**src/rtl/fetch_queue.sv**
```systemverilog
// Two-wide instruction fetch queue between the I-cache and decode.
// Circular buffer: two lanes in, two lanes out, flush on redirect.
module fetch_queue #(
  parameter int instrWidth = 32,
  parameter int depth      = 8
) (
  input  logic                  clk,
  input  logic                  rstN,
  input  logic                  flush,
  input  logic                  enqValid1,
  input  logic                  enqValid2,
  input  logic [instrWidth-1:0] pcF1,
  input  logic [instrWidth-1:0] pcF2,
  input  logic [instrWidth-1:0] instrF1,
  input  logic [instrWidth-1:0] instrF2,
  output logic                  enqReady,
  output logic                  deqValid1,
  output logic                  deqValid2,
  output logic [instrWidth-1:0] deqPc1,
  output logic [instrWidth-1:0] deqPc2,
  output logic [instrWidth-1:0] deqInstr1,
  output logic [instrWidth-1:0] deqInstr2,
  input  logic                  deqTake1,
  input  logic                  deqTake2,
  output logic [$clog2(depth):0] count
);

  localparam int ptrW = $clog2(depth);
  localparam int cntW = ptrW + 1;

  localparam logic [cntW-1:0] enqLimit =
    cntW'(depth - 2);

  typedef struct packed {
    logic [instrWidth-1:0] pc;
    logic [instrWidth-1:0] instr;
  } entryT;

  entryT mem [depth];

  logic [ptrW-1:0] head;
  logic [ptrW-1:0] tail;
  logic [ptrW-1:0] headNext;
  logic [ptrW-1:0] tailNext;
  logic [ptrW-1:0] head1;
  logic [ptrW-1:0] tail1;
  logic [cntW-1:0] countNext;

  logic            enqOne;
  logic            enqTwo;
  logic            takeOne;
  logic            takeTwo;
  logic [1:0]      numEnq;
  logic [1:0]      numTake;

  assign head1 = head + ptrW'(1);
  assign tail1 = tail + ptrW'(1);

  // Readiness looks only at registered occupancy.
  assign enqReady  = (count <= enqLimit);
  assign deqValid1 = (count >= cntW'(1));
  assign deqValid2 = (count >= cntW'(2));

  assign enqOne = enqReady && enqValid1 && !enqValid2;
  assign enqTwo = enqReady && enqValid1 && enqValid2;

  assign takeTwo = deqTake1 && deqValid1 &&
                   deqTake2 && deqValid2;
  assign takeOne = deqTake1 && deqValid1 && !takeTwo;

  always_comb begin
    numEnq = 2'd0;
    unique case (1'b1)
      enqTwo:  numEnq = 2'd2;
      enqOne:  numEnq = 2'd1;
      default: numEnq = 2'd0;
    endcase
  end

  always_comb begin
    numTake = 2'd0;
    unique case (1'b1)
      takeTwo: numTake = 2'd2;
      takeOne: numTake = 2'd1;
      default: numTake = 2'd0;
    endcase
  end

  always_comb begin
    headNext  = head + ptrW'(numTake);
    tailNext  = tail + ptrW'(numEnq);
    countNext = count + cntW'(numEnq)
                      - cntW'(numTake);
    if (flush) begin
      headNext  = '0;
      tailNext  = '0;
      countNext = '0;
    end
  end

  always_ff @(posedge clk or negedge rstN) begin
    if (!rstN) begin
      head  <= '0;
      tail  <= '0;
      count <= '0;
    end else begin
      head  <= headNext;
      tail  <= tailNext;
      count <= countNext;
    end
  end

  // Storage is never reset; valids mask stale entries.
  always_ff @(posedge clk) begin
    if (!flush && (enqOne || enqTwo)) begin
      mem[tail] <= '{pc: pcF1, instr: instrF1};
    end
    if (!flush && enqTwo) begin
      mem[tail1] <= '{pc: pcF2, instr: instrF2};
    end
  end

  always_comb begin
    deqPc1    = '0;
    deqInstr1 = '0;
    deqPc2    = '0;
    deqInstr2 = '0;
    if (deqValid1) begin
      deqPc1    = mem[head].pc;
      deqInstr1 = mem[head].instr;
    end
    if (deqValid2) begin
      deqPc2    = mem[head1].pc;
      deqInstr2 = mem[head1].instr;
    end
  end

endmodule

```
**config.mk**
```make
export PLATFORM = sky130hd
export DESIGN_NAME = fetch_queue
export DESIGN_NICKNAME = d
export VERILOG_FILES = /design/src/rtl/fetch_queue.sv
export SDC_FILE = /design/constraint.sdc
export NUM_CORES = 1
export LEC_CHECK = 0
export ABC_CLOCK_PERIOD_IN_PS = 5830
export CORE_MARGIN = 1
export CORE_UTILIZATION = 55
export DETAILED_ROUTE_END_ITERATION = 16
export PLACE_DENSITY = 0.77
export SKIP_LAST_GASP = 1
export SYNTH_ARGS = -nofsm -noshare
export SYNTH_HDL_FRONTEND = slang
export SYNTH_SLANG_ARGS = --single-unit
```
**constraint.sdc**
```tcl
create_clock -name clk -period 5.83 [get_ports clk]
set_input_delay 1.166 -clock clk [delete_from_list [all_inputs] [get_ports clk]]
set_output_delay 1.166 -clock clk [all_outputs]
set_load 0.01 [all_outputs]
```
# ---- Yosys cells after proc, flatten, opt, wreduce, memory -nomap -nowiden
# Memories as Yosys holds them, arrays and structs flattened.
# Index checks and enable logic that the tools add are counted.
dict set report word_totals {
  output_inout_bits 135
  in_bits 135
  mem_count 1
  word_cells 39
  ff_bits 10
  mem_bits_rw 512
}
dict set report classes {
  n_mux 13
  reduce_logical 13
  order_cmp 3
  addsub 6
}
# memory depth width rd rd_clocked_by_memory_dff write_ports line
set memory_table {}
lappend memory_table {mem 8 64 2 0 2 39} ;# entryT mem [depth];
# operator count
set ops {}
lappend ops {{$mux 32} 4}
lappend ops {{$logic_and 1x1->1} 9}
lappend ops {{$pmux 2 s2} 2}
lappend ops {{$add 3x1->3 const B} 2}
lappend ops {{$add 3x2->3} 2}
lappend ops {{$mux 3} 2}
lappend ops {{$add 4x2->4} 1}
lappend ops {{$ge 4x1->1 const B} 1}
lappend ops {{$ge 4x2->1 const B} 1}
lappend ops {{$le 4x3->1 const B} 1}
lappend ops {{$mux 1} 4}
lappend ops {{$mux 4} 1}
lappend ops {{$sub 4x2->4} 1}
lappend ops {{$logic_not 1->1} 3}
lappend ops {{$logic_or 1x1->1} 1}

# ---- Longest topological paths before layout
dict set report logic_depth {
  word_depth 9
  depth_mapped 13
}

# ---- Worst setup path before layout
# No wires, ideal clock.
dict set report synth_path {
  path_kind {input port to flip-flop}
  start {input port enqValid1}
  end {memory mem[6][0] in the netlist's numbering, enable pin}
  cell_stages 5
  n_path_buf 1
  setup_ns 0.493
  required_ns 5.337
  slack_ns 0.462
  arrival_ns 4.875
  path_cell_list {and4b_1 > a31oi_4 > or2_2 > clkbuf_1 > nor2b_1}
}
# item line
set synth_rtl {}
lappend synth_rtl {{start: declaration} 10} ;# input logic enqValid1,
lappend synth_rtl {{end: declaration} 39}

# ---- Final worst setup path
dict set report layout_path {
  start {register count[3]}
  end {output port deqPc1[27]}
}
dict set report layout_between {
  elab_chain_cells 2
}
# item line
set layout_rtl {}
lappend layout_rtl {{start: declaration} 25} ;# output logic [$clog2(depth):0] count
lappend layout_rtl {{start signal: assignment} 109} ;# count <= countNext;
lappend layout_rtl {{$ge 4x1->1} 61} ;# assign deqValid1 = (count >= cntW'(1));
lappend layout_rtl {{$mux 32} 128} ;# if (deqValid1) begin
lappend layout_rtl {{end: declaration} 19} ;# output logic [instrWidth-1:0] deqPc1,
# Every way passes these cells.

==> results.tsv <==
metric	value	unit
outcome	finished clean	
overflow	0	
grt_max_degree	117	
drc	0	
min_to	head[2]$_DFF_PN0_	
via_per_inst	6.85	
hp-class	reg2reg	
cts_resized	0	
met1_usage	0.401	
clk_pin_slew	60	ps
wl	81.8	mm
htree_levels	2	
die-area	0.0554	sq mm
grt_pass1_vias	19118	
arrival	4050	ps
cts_root_buffer	clkbuf_16	
dp_hpwl	46.7	mm
clock_sinks	522	
area_delta_synth_final	16.8	%
cts_setup_buffers	0	
syn_area	0.0300	sq mm
vias	18136	
grt_pass1_wl	122	mm
yosys.area_share.adder	0.00727	
yosysWarnings	0	
synth-simple-area-share	0.0117	
nFillCells	3686	
seq_area	0.0156	sq mm
io_pins	270	
reg2reg_depth	13	
cts_tree	yes	
num_rows	85	
pwr_density_cell	424	mW/mm^2
hold_buffers	0	
drv_slew	0	
synth.avg_cell_area	18.1	sq um
synth_compound_area_frac	0.0416	
clock_latency	620	ps
fin_skew	21.3	ps
grtUsageMet3	0.0667	
finalHoldViolations	0	
gp_congestion	0.794	
synthCells	1658	
crit_type	reg2out	
power	14800	uW
whs_path_depth	2	
setup_viol_count_final	0	
r2r_slack	2520	ps
synth_top_family_by_area	multiplexers	
ir_drop	320	uV
grtUsageMet2	0.482	
drtAntennaViolNets	0	
power.leakage	0.0110	uW
final.setup.tns	0	ps
slew_headroom	0.336	
nets	2050	
die_w	235	um
worst_r2r_endpoint	count[3]$_DFF_PN0_	
io_buffers	269	
drv_cap	0	
grt_usage	0.299	
antenna_found_initial	15	
min_period_over_period	0.895	
synth_mux_area_frac	0.385	
max_freq	192	MHz
ys_seq_area_frac	0.522	
die_h	235	um
min-delay-start	head[2]$_DFF_PN0_	
worstMarginPinSlew	993	ps
dr.pass1.iters	5	
period_needed	5220	ps
drive_gt1_frac	0.413	
start_kind	flop	
synthXorXnorAreaFrac	0.00255	
endpoint_kind	primary output	
crit_path_max_fanout	27	
top_usage_layer	met2	
synth_cell_types	39	
synth_nets	1808	
multi_input_area	0.0135	sq mm
rsz0062_at_grt	no	
numCtsBuffers	56	
clock_path_buffers	3	
ys_seq_elements	522	
drtIter0Drc	1818	
crit_required	4660	ps
wire_per_inst	30.9	um
core_region_area	0.0538	sq mm
whs	668	ps
start_util	0.557	
r2r_start	count[3]$_DFF_PN0_	
registers in the layout, indices dropped and copies added (netlist names):
| register | count |
|---|---|
| head | 3 |
| tail | 3 |
| count | 4 |
| mem | 512 |
layer usage:
layer	vias to the layer above	routed length [um]
li1	7555	-
met1	9480	31900
met2	912	40000
met3	171	7260
met4	18	2550
met5	-	122
per-stage QoR:
step                 util  setup slack, ps  area (sq um)  instances
floorplan               -              462         30000       1658
global route        0.650              492         35000       2645
global placement    0.618             1310         33300       2538
detailed placement  0.618             1320         33300       2538
finish              0.650              612         35000       2648
CTS                 0.650              642         35000       2641
worst max-delay path by stage:
stage	from	to	slack, ps
after floorplan	enqValid1	mem[6][0]$_DFFE_PP_	460
after CTS	count[3]$_DFF_PN0_	deqPc1[27]	640
final	count[3]$_DFF_PN0_	deqPc1[27]	610
after global routing	count[3]$_DFF_PN0_	deqPc1[27]	490
after detailed placement	count[3]$_DFF_PN0_	deqPc1[27]	1320
after global placement	count[3]$_DFF_PN0_	deqPc1[27]	1310
final cells by class:
type | count | area share
sequential | 522 | 0.447
multi-input combinational | 986 | 0.387
timing repair buffer | 319 | 0.0912
clock buffer | 72 | 0.0424
tap | 696 | 0.0249
clock inverter | 31 | 0.00633
inverter | 15 | 0.00161
antenna | 7 | 0.000500
cell usage in the layout, fill, tap and decap left out, types with 6 or more instances in the layout:
| master | netlist | routed |
|---|---|---|
| edfxtp_1 | 512 | 512 |
| mux2_2 | 397 | 397 |
| clkdlybuf4s50_1 | 0 | 269 |
| mux4_2 | 256 | 256 |
| a22o_1 | 128 | 128 |
| mux2_1 | 115 | 115 |
| clkbuf_16 | 0 | 57 |
| buf_4 | 0 | 40 |
| inv_1 | 15 | 15 |
| clkinv_1 | 0 | 15 |
| clkbuf_1 | 36 | 15 |
| ha_1 | 11 | 10 |
| clkinv_2 | 0 | 10 |
| buf_12 | 0 | 10 |
| nor3_4 | 8 | 8 |
| dfrtp_1 | 10 | 8 |
| diode_2 | 0 | 7 |
| nor2_1 | 14 | 7 |
| nor2_4 | 0 | 7 |
| nand2_1 | 6 | 6 |
| nor2b_1 | 7 | 6 |
power by group:
part           total [uW]  internal [uW]  leakage, uW  switching [uW]
combinational        6900           3680      0.00543            3220
clock                3400           1920     0.000834            1490
sequential           4540           4350      0.00476             192
total               14800           9950       0.0110            4900
Yosys cell counts:
master | count | share of area
mux2i_1 | 1 | 0.00033
xnor2_2 | 1 | 0.00054
nand4_1 | 1 | 0.00021
buf_2 | 55 | 0.0092
buf_1 | 8 | 0.0010
o21ai_0 | 1 | 0.00017
nand2_1 | 6 | 0.00075
a31oi_4 | 1 | 0.00071
nor3_4 | 8 | 0.0043
a32oi_1 | 4 | 0.0012
nand3_1 | 4 | 0.00067
a22o_1 | 128 | 0.037
mux2_1 | 115 | 0.043
and2_1 | 2 | 0.00042
and4b_1 | 1 | 0.00033
nor2b_1 | 7 | 0.0015
fa_1 | 4 | 0.0027
or4b_1 | 1 | 0.00033
clkbuf_1 | 36 | 0.0045
xnor2_1 | 3 | 0.00088
or2_2 | 1 | 0.00021
ha_1 | 11 | 0.0046
mux2_2 | 397 | 0.15
o32ai_1 | 1 | 0.00029
nor3b_1 | 1 | 0.00025
buf_6 | 36 | 0.014
edfxtp_1 | 512 | 0.51
nand3b_1 | 2 | 0.00050
a21oi_1 | 6 | 0.0010
nor3_1 | 3 | 0.00050
xor2_1 | 2 | 0.00058
xor2_2 | 1 | 0.00054
a21o_1 | 1 | 0.00025
inv_1 | 15 | 0.0019
nor2_1 | 14 | 0.0018
a21boi_0 | 1 | 0.00025
o32a_1 | 1 | 0.00033
dfrtp_1 | 10 | 0.0084
mux4_2 | 256 | 0.19
worst max-delay path: stages, from the launching register on:
cell and delay [ps]:
dfrtp_1 410, inv_1 160, ha_1 190, o21ai_0 170, nand2_1 200, and2_2 800
buf_4 550, a22o_1 340, clkdlybuf4s50_1 580
cells by family (layout without fill, tap and decap cells):
kind of cell,count (synthesis),count (layout)
mux,769,769
flops,522,522
buf+inv,150,437
compound gates,144,144
simple gates,51,51
fa+ha+maj,15,15
xor+xnor,7,7
other cells,0,7
Power figures use the tool's default switching activity.
